$ cat config.mk
export PLATFORM = sky130hd
export DESIGN_NAME = pipe_stall_ctrl
export DESIGN_NICKNAME = d
export VERILOG_FILES = /design/src/rtl/pipe_stall_ctrl.sv
export SDC_FILE = /design/constraint.sdc
export NUM_CORES = 1
export LEC_CHECK = 0
export BUFFER_PORTS_ARGS = -buffer_cell sky130_fd_sc_hd__buf_2
export CORE_MARGIN = 2
export CORE_UTILIZATION = 54
export CTS_CLUSTER_DIAMETER = 30
export DETAILED_ROUTE_END_ITERATION = 8
export GPL_ROUTABILITY_DRIVEN = 0
export HOLD_SLACK_MARGIN = 0.1
export PLACE_DENSITY = 0.89
export SYNTH_ARGS = -nofsm -noshare
export SYNTH_HDL_FRONTEND = slang
export SYNTH_SLANG_ARGS = --single-unit
$ cat constraint.sdc
create_clock -name clk_i -period 2.2 [get_ports clk_i]
set_input_delay 0.44 -clock clk_i [delete_from_list [all_inputs] [get_ports clk_i]]
set_output_delay 0.44 -clock clk_i [all_outputs]
set_load 0.03 [all_outputs]
$ cat src/rtl/pipe_stall_ctrl.sv
// pipe_stall_ctrl
// Pipeline sequencing controller for the 5-stage core. Combines the ID-stage
// RAW hazard flag, the EX-stage redirect and the data-memory handshake into
// per-stage write enables and flush strobes. It also keeps saturating
// stall/flush performance counters and a sticky RAW-stall watchdog.
//
// Ports:
//   clk_i          core clock, rising edge
//   rst_n_i        asynchronous active-low reset
//   hazard_i       RAW hazard flag from the hazard detector
//   redirect_i     taken branch / JAL / JALR resolved in EX
//   dmem_req_i     MEM stage issues a load/store this cycle
//   dmem_ready_i   data memory accepts/completes the access this cycle
//   pc_we_o, if_id_we_o, id_ex_we_o, ex_mem_we_o   pipeline register enables
//   if_id_flush_o, id_ex_flush_o, mem_wb_flush_o   bubble-insert strobes
//   state_o        0 RUN, 1 RAW_STALL, 2 MEM_WAIT, 3 REDIRECT
//   stall_cnt_o    cycles with pc_we_o=0, saturating
//   flush_cnt_o    accepted redirects, saturating
//   watchdog_o     sticky: a RAW stall ran longer than MAX_STALL cycles
module pipe_stall_ctrl #(
  parameter int REDIRECT_BUBBLES = 1,
  parameter int MAX_STALL        = 15,
  parameter int CNT_W            = 32
) (
  input  logic             clk_i,
  input  logic             rst_n_i,
  input  logic             hazard_i,
  input  logic             redirect_i,
  input  logic             dmem_req_i,
  input  logic             dmem_ready_i,
  output logic             pc_we_o,
  output logic             if_id_we_o,
  output logic             id_ex_we_o,
  output logic             ex_mem_we_o,
  output logic             if_id_flush_o,
  output logic             id_ex_flush_o,
  output logic             mem_wb_flush_o,
  output logic [1:0]       state_o,
  output logic [CNT_W-1:0] stall_cnt_o,
  output logic [CNT_W-1:0] flush_cnt_o,
  output logic             watchdog_o
);

  typedef enum logic [1:0] {
    ST_RUN = 2'd0,
    ST_RAW = 2'd1,
    ST_MEM = 2'd2,
    ST_RED = 2'd3
  } state_e;

  localparam logic [1:0] BUBBLES  = 2'(REDIRECT_BUBBLES);
  // Trip point compared against the 9-bit run length including this cycle.
  localparam logic [8:0] WD_LIMIT = 9'(MAX_STALL + 1);

  state_e           state_r, state_next_s;
  logic [1:0]       bubble_r, bubble_next_s;
  logic [7:0]       run_r, run_next_s;
  logic [CNT_W-1:0] stall_cnt_r, flush_cnt_r;
  logic             watchdog_r;

  logic             mem_block_s;
  logic             take_redirect_s;
  logic             wd_trip_s;
  logic [8:0]       run_inc_s;
  logic             pc_we_s, if_id_we_s, id_ex_we_s, ex_mem_we_s;
  logic             if_id_flush_s, id_ex_flush_s, mem_wb_flush_s;

  assign mem_block_s = dmem_req_i & ~dmem_ready_i;
  assign run_inc_s   = {1'b0, run_r} + 9'd1;

  // Prioritised strobe decode and next-state selection.
  always_comb begin
    pc_we_s         = 1'b1;
    if_id_we_s      = 1'b1;
    id_ex_we_s      = 1'b1;
    ex_mem_we_s     = 1'b1;
    if_id_flush_s   = 1'b0;
    id_ex_flush_s   = 1'b0;
    mem_wb_flush_s  = 1'b0;
    state_next_s    = ST_RUN;
    bubble_next_s   = bubble_r;
    run_next_s      = 8'd0;
    take_redirect_s = 1'b0;
    wd_trip_s       = 1'b0;

    if (!rst_n_i) begin
      // Hold every stage and bubble everything while in reset.
      pc_we_s        = 1'b0;
      if_id_we_s     = 1'b0;
      id_ex_we_s     = 1'b0;
      ex_mem_we_s    = 1'b0;
      if_id_flush_s  = 1'b1;
      id_ex_flush_s  = 1'b1;
      mem_wb_flush_s = 1'b1;
    end else if (mem_block_s) begin
      // Freeze the whole pipe; a concurrent redirect stays held in EX.
      pc_we_s        = 1'b0;
      if_id_we_s     = 1'b0;
      id_ex_we_s     = 1'b0;
      ex_mem_we_s    = 1'b0;
      mem_wb_flush_s = 1'b1;
      state_next_s   = ST_MEM;
    end else if (redirect_i) begin
      if_id_flush_s   = 1'b1;
      id_ex_flush_s   = 1'b1;
      take_redirect_s = 1'b1;
      if (BUBBLES == 2'd0) begin
        state_next_s = ST_RUN;
      end else begin
        bubble_next_s = BUBBLES;
        state_next_s  = ST_RED;
      end
    end else if (state_r == ST_RED) begin
      // Squash slots still in flight from the old path; hazards are moot.
      if_id_flush_s = 1'b1;
      id_ex_flush_s = 1'b1;
      if (bubble_r <= 2'd1) begin
        bubble_next_s = 2'd0;
        state_next_s  = ST_RUN;
      end else begin
        bubble_next_s = bubble_r - 2'd1;
        state_next_s  = ST_RED;
      end
    end else if (hazard_i) begin
      // Hold PC and IF/ID, push a bubble into ID/EX.
      pc_we_s       = 1'b0;
      if_id_we_s    = 1'b0;
      id_ex_flush_s = 1'b1;
      state_next_s  = ST_RAW;
      run_next_s    = run_inc_s[8] ? 8'd255 : run_inc_s[7:0];
      wd_trip_s     = (run_inc_s >= WD_LIMIT);
    end else begin
      state_next_s = ST_RUN;
    end
  end

  // State, bubble/run counters, perf counters and watchdog.
  always_ff @(posedge clk_i or negedge rst_n_i) begin
    if (!rst_n_i) begin
      state_r     <= ST_RUN;
      bubble_r    <= 2'd0;
      run_r       <= 8'd0;
      stall_cnt_r <= '0;
      flush_cnt_r <= '0;
      watchdog_r  <= 1'b0;
    end else begin
      state_r  <= state_next_s;
      bubble_r <= bubble_next_s;
      run_r    <= run_next_s;
      if (!pc_we_s && (stall_cnt_r != {CNT_W{1'b1}})) begin
        stall_cnt_r <= stall_cnt_r + {{(CNT_W-1){1'b0}}, 1'b1};
      end else begin
        stall_cnt_r <= stall_cnt_r;
      end
      if (take_redirect_s && (flush_cnt_r != {CNT_W{1'b1}})) begin
        flush_cnt_r <= flush_cnt_r + {{(CNT_W-1){1'b0}}, 1'b1};
      end else begin
        flush_cnt_r <= flush_cnt_r;
      end
      if (wd_trip_s) begin
        watchdog_r <= 1'b1;
      end else begin
        watchdog_r <= watchdog_r;
      end
    end
  end

  assign pc_we_o        = pc_we_s;
  assign if_id_we_o     = if_id_we_s;
  assign id_ex_we_o     = id_ex_we_s;
  assign ex_mem_we_o    = ex_mem_we_s;
  assign if_id_flush_o  = if_id_flush_s;
  assign id_ex_flush_o  = id_ex_flush_s;
  assign mem_wb_flush_o = mem_wb_flush_s;
  assign state_o        = state_r;
  assign stall_cnt_o    = stall_cnt_r;
  assign flush_cnt_o    = flush_cnt_r;
  assign watchdog_o     = watchdog_r;

endmodule
==> impl_metrics.json <==
{
  "worstMarginPinSlew_ns": 0.5341,
  "htreeDepth": 3,
  "numCtsBuffers": 9,
  "leakage_nw": 2.256,
  "placed_cells": 525,
  "wl_um": 8574,
  "n_fill_cell": 525,
  "fin_area_mm2": 0.004507,
  "setup-violations-final": 0,
  "synth-main-ff-cell": "dfrtp_1",
  "drv_slew": 0,
  "start_kind": "flip-flop",
  "port-buffer-count": 79,
  "worstPathRequired_ns": 2.43,
  "drive_gt1_share_pct": 24.84,
  "ys_seq_area_share_pct": 51.97,
  "skew_ns": 0.008154,
  "die_w_um": 86.86,
  "die_y_um": 86.86,
  "hold_path_class": "input port to async pin",
  "cts.path.max_buffers": 2,
  "crit_arrival_ns": 2.32,
  "synth_area_leaders": "dfrtp_1, xnor2_1, nand4_1",
  "synth_nets": 366,
  "grt_usage_pct": 23.77,
  "slew_headroom_pct": 64.24,
  "grt_pass1_vias": 2947,
  "synth-edff-count": 0,
  "fmax_ghz": 0.4784,
  "synth_cell_types": 39,
  "rows": 30,
  "layout_min_cycle_time_ns": 2.090,
  "ff_latch_area_mm2": 0.001927,
  "multi_input_area_mm2": 0.001723,
  "syn2layout_area_growth_pct": 21.57,
  "ys_ff_latch": 77,
  "antenna_found_initial": 0,
  "yosys_warnings": 0,
  "synthCells": 356,
  "critPathMaxFanout": 16,
  "nets": 469,
  "grt_pass1_wl_um": 13990,
  "postPlaceCellArea_mm2": 0.004290,
  "grt-ovfl-total": 0,
  "routed_via_density": 5.692,
  "grt_max_degree": 32,
  "irDropWorstVdd_uv": 614.6,
  "drt_iter0_drc": 181,
  "ios": 80,
  "hold_viol": 0,
  "netlist_area_mm2": 0.003707,
  "outcome": "finished clean",
  "cts_root_buffer": "clkbuf_8",
  "post-dp-hpwl_um": 6092,
  "coreArea_mm2": 0.006719,
  "drc": 0,
  "insertion_delay_ns": 0.35,
  "antenna_cells": 0,
  "wl_per_cell_um": 15.79,
  "cts_tree": "done",
  "synth_common_cells": "dfrtp_1, xnor2_1, nand4_1",
  "ys_async_sr_fraction_pct": 100.0,
  "clkTransAtPathRegs_ns": 0.08,
  "cp-end-kind": "flip-flop",
  "initial_utilization_pct": 55.18,
  "cellPowerDensity_mw_per_mm2": 756.9,
  "yosys.area.top_type": "dfrtp_1",
  "finalCritPeriodShare_pct": 95.01,
  "synth_top_area_share_pct": 51.97,
  "vias": 3091,
  "drt_first_pass_iters": 6,
  "cap_viol_max_count": 0,
  "critPathKind": "flip-flop to flip-flop",
  "layout.cells.non_filler": 543,
  "avgSynthCellArea_um2": 10.41,
  "antenna_left": 0,
  "cts_num_sinks": 77,
  "synth.most_common_cell": "dfrtp_1",
  "die_area_mm2": 0.007544
}
-- metrics by stage --
step	setup slack [ns]	total power, mW	util [%]	setup TNS, ns	hold slack (ns)
after floorplan	0.02048	2.178	-	0	0.1444
after global placement	0.08236	2.427	63.85	0	0.2757
after detailed placement	0.03579	2.452	63.85	0	0.2740
after CTS	0.02788	3.428	66.65	0	0.1039
after global routing	-0.02046	3.582	67.08	-0.05177	0.1373
final	0.1098	3.411	67.08	0	0.1294
-- logic make-up (layout without fill, tap and decap cells) --
kind of cell,Yosys count,count (layout),share of synthesized area [%]
multiplexers,2,2,0.6074
AO/OA/AOI/OAI,25,25,4.219
XOR/XNOR,66,66,15.59
buffers and inverters,16,123,1.856
adder cells (fa/ha/maj),4,4,1.350
flip-flops,77,77,51.97
AND/OR/NAND/NOR,166,166,24.40
-- power by group --
part / total [mW] / internal (mW) / switching, mW
combinational: 0.743 / 0.253 / 0.490
clock: 0.985 / 0.496 / 0.489
sequential: 1.68 / 1.54 / 0.148
total: 3.41 / 2.29 / 1.13
-- what timing repair did --
action                     in CTS  in global routing
hold endpoints to repair        3                  6
buffers inserted                0                  1
resized for setup               0                  2
hold buffers                    1                  1
setup endpoints to repair       0                 15
-- worst max-delay path, stage by stage, from the launching register on --
cell     delay, ns
dfrtp_1       0.42
ha_2          0.25
nand4_1       0.20
nor4_4        0.31
buf_4         0.19
a31oi_4       0.21
mux2_1        0.39
-- cell usage in the layout, fill, tap and decap left out, types with 7 or more instances in the layout --
| cell | netlist | layout |
|---|---|---|
| clkbuf_8 | 0 | 12 |
| xor2_1 | 22 | 22 |
| buf_4 | 2 | 17 |
| nor3_1 | 13 | 13 |
| nor2_1 | 27 | 27 |
| dfrtp_1 | 77 | 77 |
| inv_1 | 11 | 11 |
| and4_1 | 7 | 7 |
| nand4_1 | 31 | 31 |
| a21oi_1 | 12 | 12 |
| nand2_1 | 29 | 29 |
| nand3_1 | 26 | 26 |
| xnor2_1 | 44 | 44 |
| buf_2 | 1 | 78 |
| and3_1 | 17 | 17 |
-- final timing paths --
path                                          endpoint  slack, ns                  startpoint  cells after the start
hold / removal                      run_r[3]$_DFF_PN0_       0.13                     rst_n_i                      2
max in group asynchronous  flush_cnt_o[11]$_DFFE_PN0P_       1.28                     rst_n_i                      3
setup reg to reg            stall_cnt_o[1]$_DFFE_PN0P_       0.11  stall_cnt_o[0]$_DFFE_PN0P_                      6
min in group clk_i                state_o[1]$_DFF_PN0_       0.38                     rst_n_i                      3
setup / recovery            stall_cnt_o[1]$_DFFE_PN0P_       0.11  stall_cnt_o[0]$_DFFE_PN0P_                      6
hold reg to reg                 watchdog_o$_DFFE_PN0P_       0.47      watchdog_o$_DFFE_PN0P_                      1
-- state kept, by name, indices dropped and copies added (netlist names) --
signal and cells:
flush_cnt_o 32, watchdog_o 1, state_o 2, stall_cnt_o 32, bubble_r 2, run_r 8
-- layer usage --
layer	global-route usage, %	vias up	wire, um
li1	-	1468	-
met1	30.12	1526	3644
met2	40.80	87	4442
met3	5.972	10	366
met4	5.966	0	121
met5	0	-	0
-- final cells by class --
class / instances / share of cell area (%)
clock buffer: 14 / 3.831
timing repair buffer: 97 / 11.94
tap: 80 / 2.221
multi-input combinational: 263 / 38.23
inverter: 11 / 0.9162
sequential: 77 / 42.75
clock inverter: 1 / 0.1110
(Power assumes the default switching activity.)
